[config.mk]
export PLATFORM = sky130hd
export DESIGN_NAME = dmem_host_arbiter_flat
export DESIGN_NICKNAME = d
export VERILOG_FILES = /design/src/rtl/dmem_host_arbiter_if.sv /design/src/rtl/dmem_host_arbiter.sv /design/src/flat_wrapper.sv
export SDC_FILE = /design/constraint.sdc
export NUM_CORES = 1
export LEC_CHECK = 0
export CORE_AREA = 2 2 209 211
export CTS_CLUSTER_DIAMETER = 50
export DETAILED_ROUTE_END_ITERATION = 10
export DIE_AREA = 0 0 211 213
export PLACE_DENSITY = 0.54
export SYNTH_ARGS = -nofsm -noshare
export SYNTH_HDL_FRONTEND = slang
export SYNTH_SLANG_ARGS = --single-unit
[constraint.sdc]
create_clock -name clk -period 2.6 [get_ports clk]
set_input_delay 0.39 -clock clk [delete_from_list [all_inputs] [get_ports clk]]
set_output_delay 0.39 -clock clk [all_outputs]
set_load 0.03 [all_outputs]
[src/rtl/dmem_host_arbiter_if.sv]
// Bus bundle between the ME stage, the host register block, data memory and the arbiter.
// slave is the arbiter view; master is the surrounding environment view.
interface dmem_host_arbiter_if #(
   parameter int ADDR_W = 8,
   parameter int DATA_W = 64
);
   logic              host_req;
   logic              host_rw;
   logic [ADDR_W-1:0] host_addr;
   logic [DATA_W-1:0] host_wdata;
   logic              host_busy;
   logic              host_done;
   logic [DATA_W-1:0] host_rdata;
   logic              cpu_run;
   logic              cpu_wea;
   logic              cpu_rea;
   logic [DATA_W-1:0] cpu_addr;
   logic [DATA_W-1:0] cpu_wdata;
   logic [DATA_W-1:0] cpu_rdata;
   logic              cpu_stall;
   logic              mem_wea;
   logic              mem_rea;
   logic [DATA_W-1:0] mem_addr;
   logic [DATA_W-1:0] mem_wdata;
   logic [DATA_W-1:0] mem_rdata;

   modport slave (
      input  host_req, host_rw, host_addr, host_wdata,
      input  cpu_run, cpu_wea, cpu_rea, cpu_addr, cpu_wdata,
      input  mem_rdata,
      output host_busy, host_done, host_rdata,
      output cpu_rdata, cpu_stall,
      output mem_wea, mem_rea, mem_addr, mem_wdata
   );

   modport master (
      output host_req, host_rw, host_addr, host_wdata,
      output cpu_run, cpu_wea, cpu_rea, cpu_addr, cpu_wdata,
      output mem_rdata,
      input  host_busy, host_done, host_rdata,
      input  cpu_rdata, cpu_stall,
      input  mem_wea, mem_rea, mem_addr, mem_wdata
   );
endinterface

[src/rtl/dmem_host_arbiter.sv]
// Shares the single-port data memory between the ME stage and the host register interface.
// Host accesses use idle ME cycles; after MAX_WAIT busy cycles the pipeline is frozen for one cycle.
module dmem_host_arbiter #(
   parameter int ADDR_W   = 8,
   parameter int DATA_W   = 64,
   parameter int MAX_WAIT = 16
) (
   input logic                clk,
   input logic                rst,
   dmem_host_arbiter_if.slave bus
);
   localparam int CNT_W = $clog2(MAX_WAIT + 1);
   localparam logic [CNT_W-1:0] WAIT_LAST = CNT_W'(MAX_WAIT - 1);

   typedef enum logic [1:0] {
      ST_IDLE  = 2'd0,
      ST_WAIT  = 2'd1,
      ST_STALL = 2'd2
   } state_t;

   state_t            state_r;
   logic [CNT_W-1:0]  wait_cnt_r;
   logic              req_q_r;
   logic              rw_r;
   logic [ADDR_W-1:0] addr_r;
   logic [DATA_W-1:0] wdata_r;
   logic              done_r;
   logic [DATA_W-1:0] rdata_r;

   logic              cpu_use_s;
   logic              req_edge_s;
   logic              host_grant_s;
   logic              mem_wea_s;
   logic              mem_rea_s;
   logic [DATA_W-1:0] mem_addr_s;
   logic [DATA_W-1:0] mem_wdata_s;

   // Port ownership: the host takes the bus in STALL, or in WAIT when the CPU leaves it idle.
   always_comb begin
      cpu_use_s    = bus.cpu_run & (bus.cpu_wea | bus.cpu_rea);
      req_edge_s   = bus.host_req & ~req_q_r;
      host_grant_s = (state_r == ST_STALL) | ((state_r == ST_WAIT) & ~cpu_use_s);
      if (host_grant_s) begin
         mem_wea_s   = ~rw_r;
         mem_rea_s   = rw_r;
         mem_addr_s  = {{(DATA_W-ADDR_W-2){1'b0}}, addr_r, 2'b00};
         mem_wdata_s = wdata_r;
      end else begin
         mem_wea_s   = bus.cpu_wea & bus.cpu_run;
         mem_rea_s   = bus.cpu_rea & bus.cpu_run;
         mem_addr_s  = bus.cpu_addr;
         mem_wdata_s = bus.cpu_wdata;
      end
   end

   // Arbiter FSM with host request capture, wait counter and host result registers.
   always_ff @(posedge clk or negedge rst) begin
      if (!rst) begin
         state_r    <= ST_IDLE;
         wait_cnt_r <= '0;
         req_q_r    <= 1'b0;
         rw_r       <= 1'b0;
         addr_r     <= '0;
         wdata_r    <= '0;
         done_r     <= 1'b0;
         rdata_r    <= '0;
      end else begin
         req_q_r <= bus.host_req;
         case (state_r)
            ST_IDLE: begin
               if (req_edge_s) begin
                  rw_r       <= bus.host_rw;
                  addr_r     <= bus.host_addr;
                  wdata_r    <= bus.host_wdata;
                  done_r     <= 1'b0;
                  wait_cnt_r <= '0;
                  state_r    <= ST_WAIT;
               end
            end
            ST_WAIT: begin
               if (!cpu_use_s) begin
                  if (rw_r) begin
                     rdata_r <= bus.mem_rdata;
                  end
                  done_r  <= 1'b1;
                  state_r <= ST_IDLE;
               end else if (wait_cnt_r == WAIT_LAST) begin
                  state_r <= ST_STALL;
               end else begin
                  wait_cnt_r <= wait_cnt_r + CNT_W'(1);
               end
            end
            ST_STALL: begin
               if (rw_r) begin
                  rdata_r <= bus.mem_rdata;
               end
               done_r  <= 1'b1;
               state_r <= ST_IDLE;
            end
            default: begin
               state_r <= ST_IDLE;
            end
         endcase
      end
   end

   assign bus.host_busy  = (state_r != ST_IDLE);
   assign bus.host_done  = done_r;
   assign bus.host_rdata = rdata_r;
   assign bus.cpu_stall  = (state_r == ST_STALL);
   assign bus.cpu_rdata  = bus.mem_rdata;
   assign bus.mem_wea    = mem_wea_s;
   assign bus.mem_rea    = mem_rea_s;
   assign bus.mem_addr   = mem_addr_s;
   assign bus.mem_wdata  = mem_wdata_s;
endmodule

[src/flat_wrapper.sv]
// flat-port wrapper written by rule: the top's interface ports become plain ports
module dmem_host_arbiter_flat 
#(
   parameter int ADDR_W   = 8,
   parameter int DATA_W   = 64,
   parameter int MAX_WAIT = 16
)
  (clk, rst, bus_host_req, bus_host_rw, bus_host_addr, bus_host_wdata, bus_cpu_run, bus_cpu_wea, bus_cpu_rea, bus_cpu_addr, bus_cpu_wdata, bus_mem_rdata, bus_host_busy, bus_host_done, bus_host_rdata, bus_cpu_rdata, bus_cpu_stall, bus_mem_wea, bus_mem_rea, bus_mem_addr, bus_mem_wdata);
  dmem_host_arbiter_if #(.ADDR_W(ADDR_W), .DATA_W(DATA_W)) bus_i ();
  input logic clk;
  input logic rst;
  input wire logic [$bits(bus_i.host_req)-1:0] bus_host_req;
  input wire logic [$bits(bus_i.host_rw)-1:0] bus_host_rw;
  input wire logic [$bits(bus_i.host_addr)-1:0] bus_host_addr;
  input wire logic [$bits(bus_i.host_wdata)-1:0] bus_host_wdata;
  input wire logic [$bits(bus_i.cpu_run)-1:0] bus_cpu_run;
  input wire logic [$bits(bus_i.cpu_wea)-1:0] bus_cpu_wea;
  input wire logic [$bits(bus_i.cpu_rea)-1:0] bus_cpu_rea;
  input wire logic [$bits(bus_i.cpu_addr)-1:0] bus_cpu_addr;
  input wire logic [$bits(bus_i.cpu_wdata)-1:0] bus_cpu_wdata;
  input wire logic [$bits(bus_i.mem_rdata)-1:0] bus_mem_rdata;
  output wire logic [$bits(bus_i.host_busy)-1:0] bus_host_busy;
  output wire logic [$bits(bus_i.host_done)-1:0] bus_host_done;
  output wire logic [$bits(bus_i.host_rdata)-1:0] bus_host_rdata;
  output wire logic [$bits(bus_i.cpu_rdata)-1:0] bus_cpu_rdata;
  output wire logic [$bits(bus_i.cpu_stall)-1:0] bus_cpu_stall;
  output wire logic [$bits(bus_i.mem_wea)-1:0] bus_mem_wea;
  output wire logic [$bits(bus_i.mem_rea)-1:0] bus_mem_rea;
  output wire logic [$bits(bus_i.mem_addr)-1:0] bus_mem_addr;
  output wire logic [$bits(bus_i.mem_wdata)-1:0] bus_mem_wdata;
  assign bus_i.host_req = bus_host_req;
  assign bus_i.host_rw = bus_host_rw;
  assign bus_i.host_addr = bus_host_addr;
  assign bus_i.host_wdata = bus_host_wdata;
  assign bus_i.cpu_run = bus_cpu_run;
  assign bus_i.cpu_wea = bus_cpu_wea;
  assign bus_i.cpu_rea = bus_cpu_rea;
  assign bus_i.cpu_addr = bus_cpu_addr;
  assign bus_i.cpu_wdata = bus_cpu_wdata;
  assign bus_i.mem_rdata = bus_mem_rdata;
  assign bus_host_busy = bus_i.host_busy;
  assign bus_host_done = bus_i.host_done;
  assign bus_host_rdata = bus_i.host_rdata;
  assign bus_cpu_rdata = bus_i.cpu_rdata;
  assign bus_cpu_stall = bus_i.cpu_stall;
  assign bus_mem_wea = bus_i.mem_wea;
  assign bus_mem_rea = bus_i.mem_rea;
  assign bus_mem_addr = bus_i.mem_addr;
  assign bus_mem_wdata = bus_i.mem_wdata;
  dmem_host_arbiter #(.ADDR_W(ADDR_W), .DATA_W(DATA_W), .MAX_WAIT(MAX_WAIT)) u_core (.clk(clk), .rst(rst), .bus(bus_i));
endmodule
==> out/metrics.yaml <==
final_nets: 1329
most-common-layout-cells: "clkdlybuf4s50_1, mux2_2, dfrtp_1"
fin_skew_ns: 0.0110
synth_top_cell_by_area: "dfrtp_1"
antenna_found_initial: 1
die_h_um: 213
synth-xor-area-share_pct: 0
synth_compound_area_share_pct: 1.74
synth_area_mm2: 0.00741
start_util_pct: 17.4
synth_top_family_by_area: "multiplexers"
ant_nets: 0
status: "finished clean"
synthDistinctLibCells: 33
holdCritPathClass: "in -> reg"
synth.top_cell.area_share_pct: 49.3
crit_path_start_kind: "flip-flop"
cts_sinks: 146
gr-total-overflow: 0
vias: 6073
arrival_ns: 2.19
wl_per_cell_um: 17.9
cp_max_fo: 8
portBuffers: 531
crit_type: "reg -> out"
mostFrequentLayoutCell: "clkdlybuf4s50_1"
place_ws_ns: -0.368
synthSimpleGateAreaFrac_pct: 6.89
ys_seq_area_share_pct: 49.3
clock_path_buffers: 2
ys_top_cells_by_area: "dfrtp_1, mux2_2, buf_4, mux2_1, and2_1"
grt_pass1_vias: 6390
rrSetupSlack_ns: 0.60
worst_slew_pin_slew_ns: 0.504
use_met1_pct: 15.0
vdd_drop_max_uv: 433
drive_above_1_share_pct: 37.2
period_needed_ns: 2.58
ys.warnings.count: 0
setup_viol: 0
synth.mux.area_fraction_pct: 31.9
postLayoutSetupSlackWorst_ns: 0.0186
busiest_layer: "met2"
clkTransAtPathRegs_ns: 0.06
fill_cells: 4297
hpwl_um: 22000
fin_crit_sh_pct: 99.3
ys_seq_elements: 146
synthAdderAreaFrac_pct: 1.01
dieArea_mm2: 0.0449
use_met3_pct: 2.65
area_growth_pct: 86.3
cts-root-buf: "clkbuf_16"
dpl_cell_area_mm2: 0.0130
drv_slew: 0
cts_max_level: 4
grt_max_degree: 65
fp.dieW_um: 211
max_freq_mhz: 387
syn-num-nets: 836
grt_first_pass_wirelength_um: 40300
drtIter0Drc: 140
slew_headroom_pct: 66.4
cts_tree: "built"
p_per_area_mw_per_mm2: 1040
gp_congestion: 0.700
clk_latency_ns: 0.44
ios: 532
antenna_cells: 0
vias_per_cell: 3.77
final_area_mm2: 0.0138
cp.required_ns: 2.21
drc: 0
core_mm2: 0.0427
p_leak_uw: 0.00578
syn_inst: 559
firstDrtPassIters: 4
rsz0062_at_grt: "true"
end_kind: "output pin"
hold_violations: 0
grtUsageTotal_pct: 12.2
cts_buffers: 17
use_met2_pct: 21.2
wl_um: 28900
rows: 76
syn_area_per_cell_um2: 13.3
cap_violations: 0
## sequential cells by signal, indices dropped and copies added (netlist names)
| name | count |
|---|---|
| u_core.wdata_r | 64 |
| u_core.bus.host_rdata | 64 |
| u_core.bus.host_done | 1 |
| u_core.wait_cnt_r | 5 |
| u_core.state_r | 2 |
| u_core.req_q_r | 1 |
| u_core.rw_r | 1 |
| u_core.addr_r | 8 |
## repair_timing
action	4_1_cts	5_1_grt
buffers inserted	10	2
endpoints found under the setup margin	95	108
hold buffers	1	0
gates cloned	5	2
hold endpoints to repair	49	0
gates resized for setup	346	101
## cell usage after synthesis
cell	instances
nand2_1	9
a22o_1	1
ha_1	6
buf_4	68
inv_1	4
nand3_1	8
mux2_2	177
o2bb2ai_1	1
clkbuf_1	7
a21oi_4	1
and3_1	1
and2_1	56
o21a_1	1
dfrtp_1	146
nand4_1	1
nand2b_1	1
or4b_1	3
buf_2	12
nand3b_1	2
o211ai_4	1
o31ai_1	1
mux2_1	33
a21oi_2	1
a31o_2	1
o21ai_2	1
o21ai_1	1
nor2_1	1
or2_1	1
o21ai_0	2
buf_6	6
a21oi_1	2
o211ai_1	1
nor2b_1	2
## stage by stage
| step | utilization [%] | hold slack [ns] | cells | setup TNS (ns) | total power [uW] |
|---|---|---|---|---|---|
| 5_1_grt | 32.3 | 0.434 | 1611 | -0.700 | 15200 |
| 2_1_floorplan | - | 0.0944 | 559 | 0 | 8380 |
| 4_1_cts | 32.0 | 0.421 | 1611 | -3.00 | 14500 |
| 3_5_place_dp | 30.4 | 0.385 | 1564 | -21.78 | 11800 |
| 6_report | 32.3 | 0.451 | 1611 | 0 | 14400 |
| 3_3_place_gp | 30.4 | 0.397 | 1564 | -20.77 | 11700 |
## worst paths after layout
check / from / to / cells past startpoint
max: u_core.state_r[1]$_DFFE_PN0P_ / bus_mem_wdata[13] / 8
min reg2reg: u_core.bus.host_rdata[57]$_DFFE_PN0P_ / u_core.bus.host_rdata[57]$_DFFE_PN0P_ / 1
min in group asynchronous: rst / u_core.bus.host_rdata[23]$_DFFE_PN0P_ / 2
min: bus_host_req / u_core.req_q_r$_DFF_PN0_ / 1
max reg2reg: u_core.wait_cnt_r[0]$_DFFE_PN0P_ / u_core.wait_cnt_r[3]$_DFFE_PN0P_ / 7
max in group asynchronous: rst / u_core.wdata_r[33]$_DFFE_PN0P_ / 3
## metal layers
metal / share of wire (%) / vias up
met2: 52 / 216
li1: - / 2878
met5: 0.028 / -
met1: 41 / 2959
met4: 1.3 / 2
met3: 5.4 / 18
## cell families (layout without fill, tap and decap cells)
kind of cell,count (synthesis),count (layout)
AO/OA/AOI/OAI,15,15
adder cells (fa/ha/maj),6,6
buffers and inverters,97,603
flip-flops,146,146
multiplexers,210,210
AND/OR/NAND/NOR,85,85
## power breakdown
group          switching, uW  internal [uW]
registers                607           3360
clock network           1030           1370
logic                   4140           3890
total                   5780           8620
## worst max-delay path, cell delays in order (launching register included)
cell and delay (ns):
dfrtp_1 0.41, inv_2 0.08, ha_4 0.17, a21oi_4 0.13, buf_12 0.17, buf_12 0.12
buf_16 0.13, mux2_2 0.35, buf_2 0.18
## final cells by class
| class | instances | area [um^2] | share of cell area (%) |
|---|---|---|---|
| Clock inverter | 12 | 108 | 0.779 |
| Multi-Input combinational cell | 316 | 3220 | 23.3 |
| Sequential cell | 146 | 3650 | 26.5 |
| Clock buffer | 20 | 457 | 3.31 |
| Timing Repair Buffer | 567 | 5670 | 41.1 |
| Inverter | 4 | 15.0 | 0.109 |
| Tap cell | 546 | 683 | 4.95 |
Power figures use the tool's default switching activity.
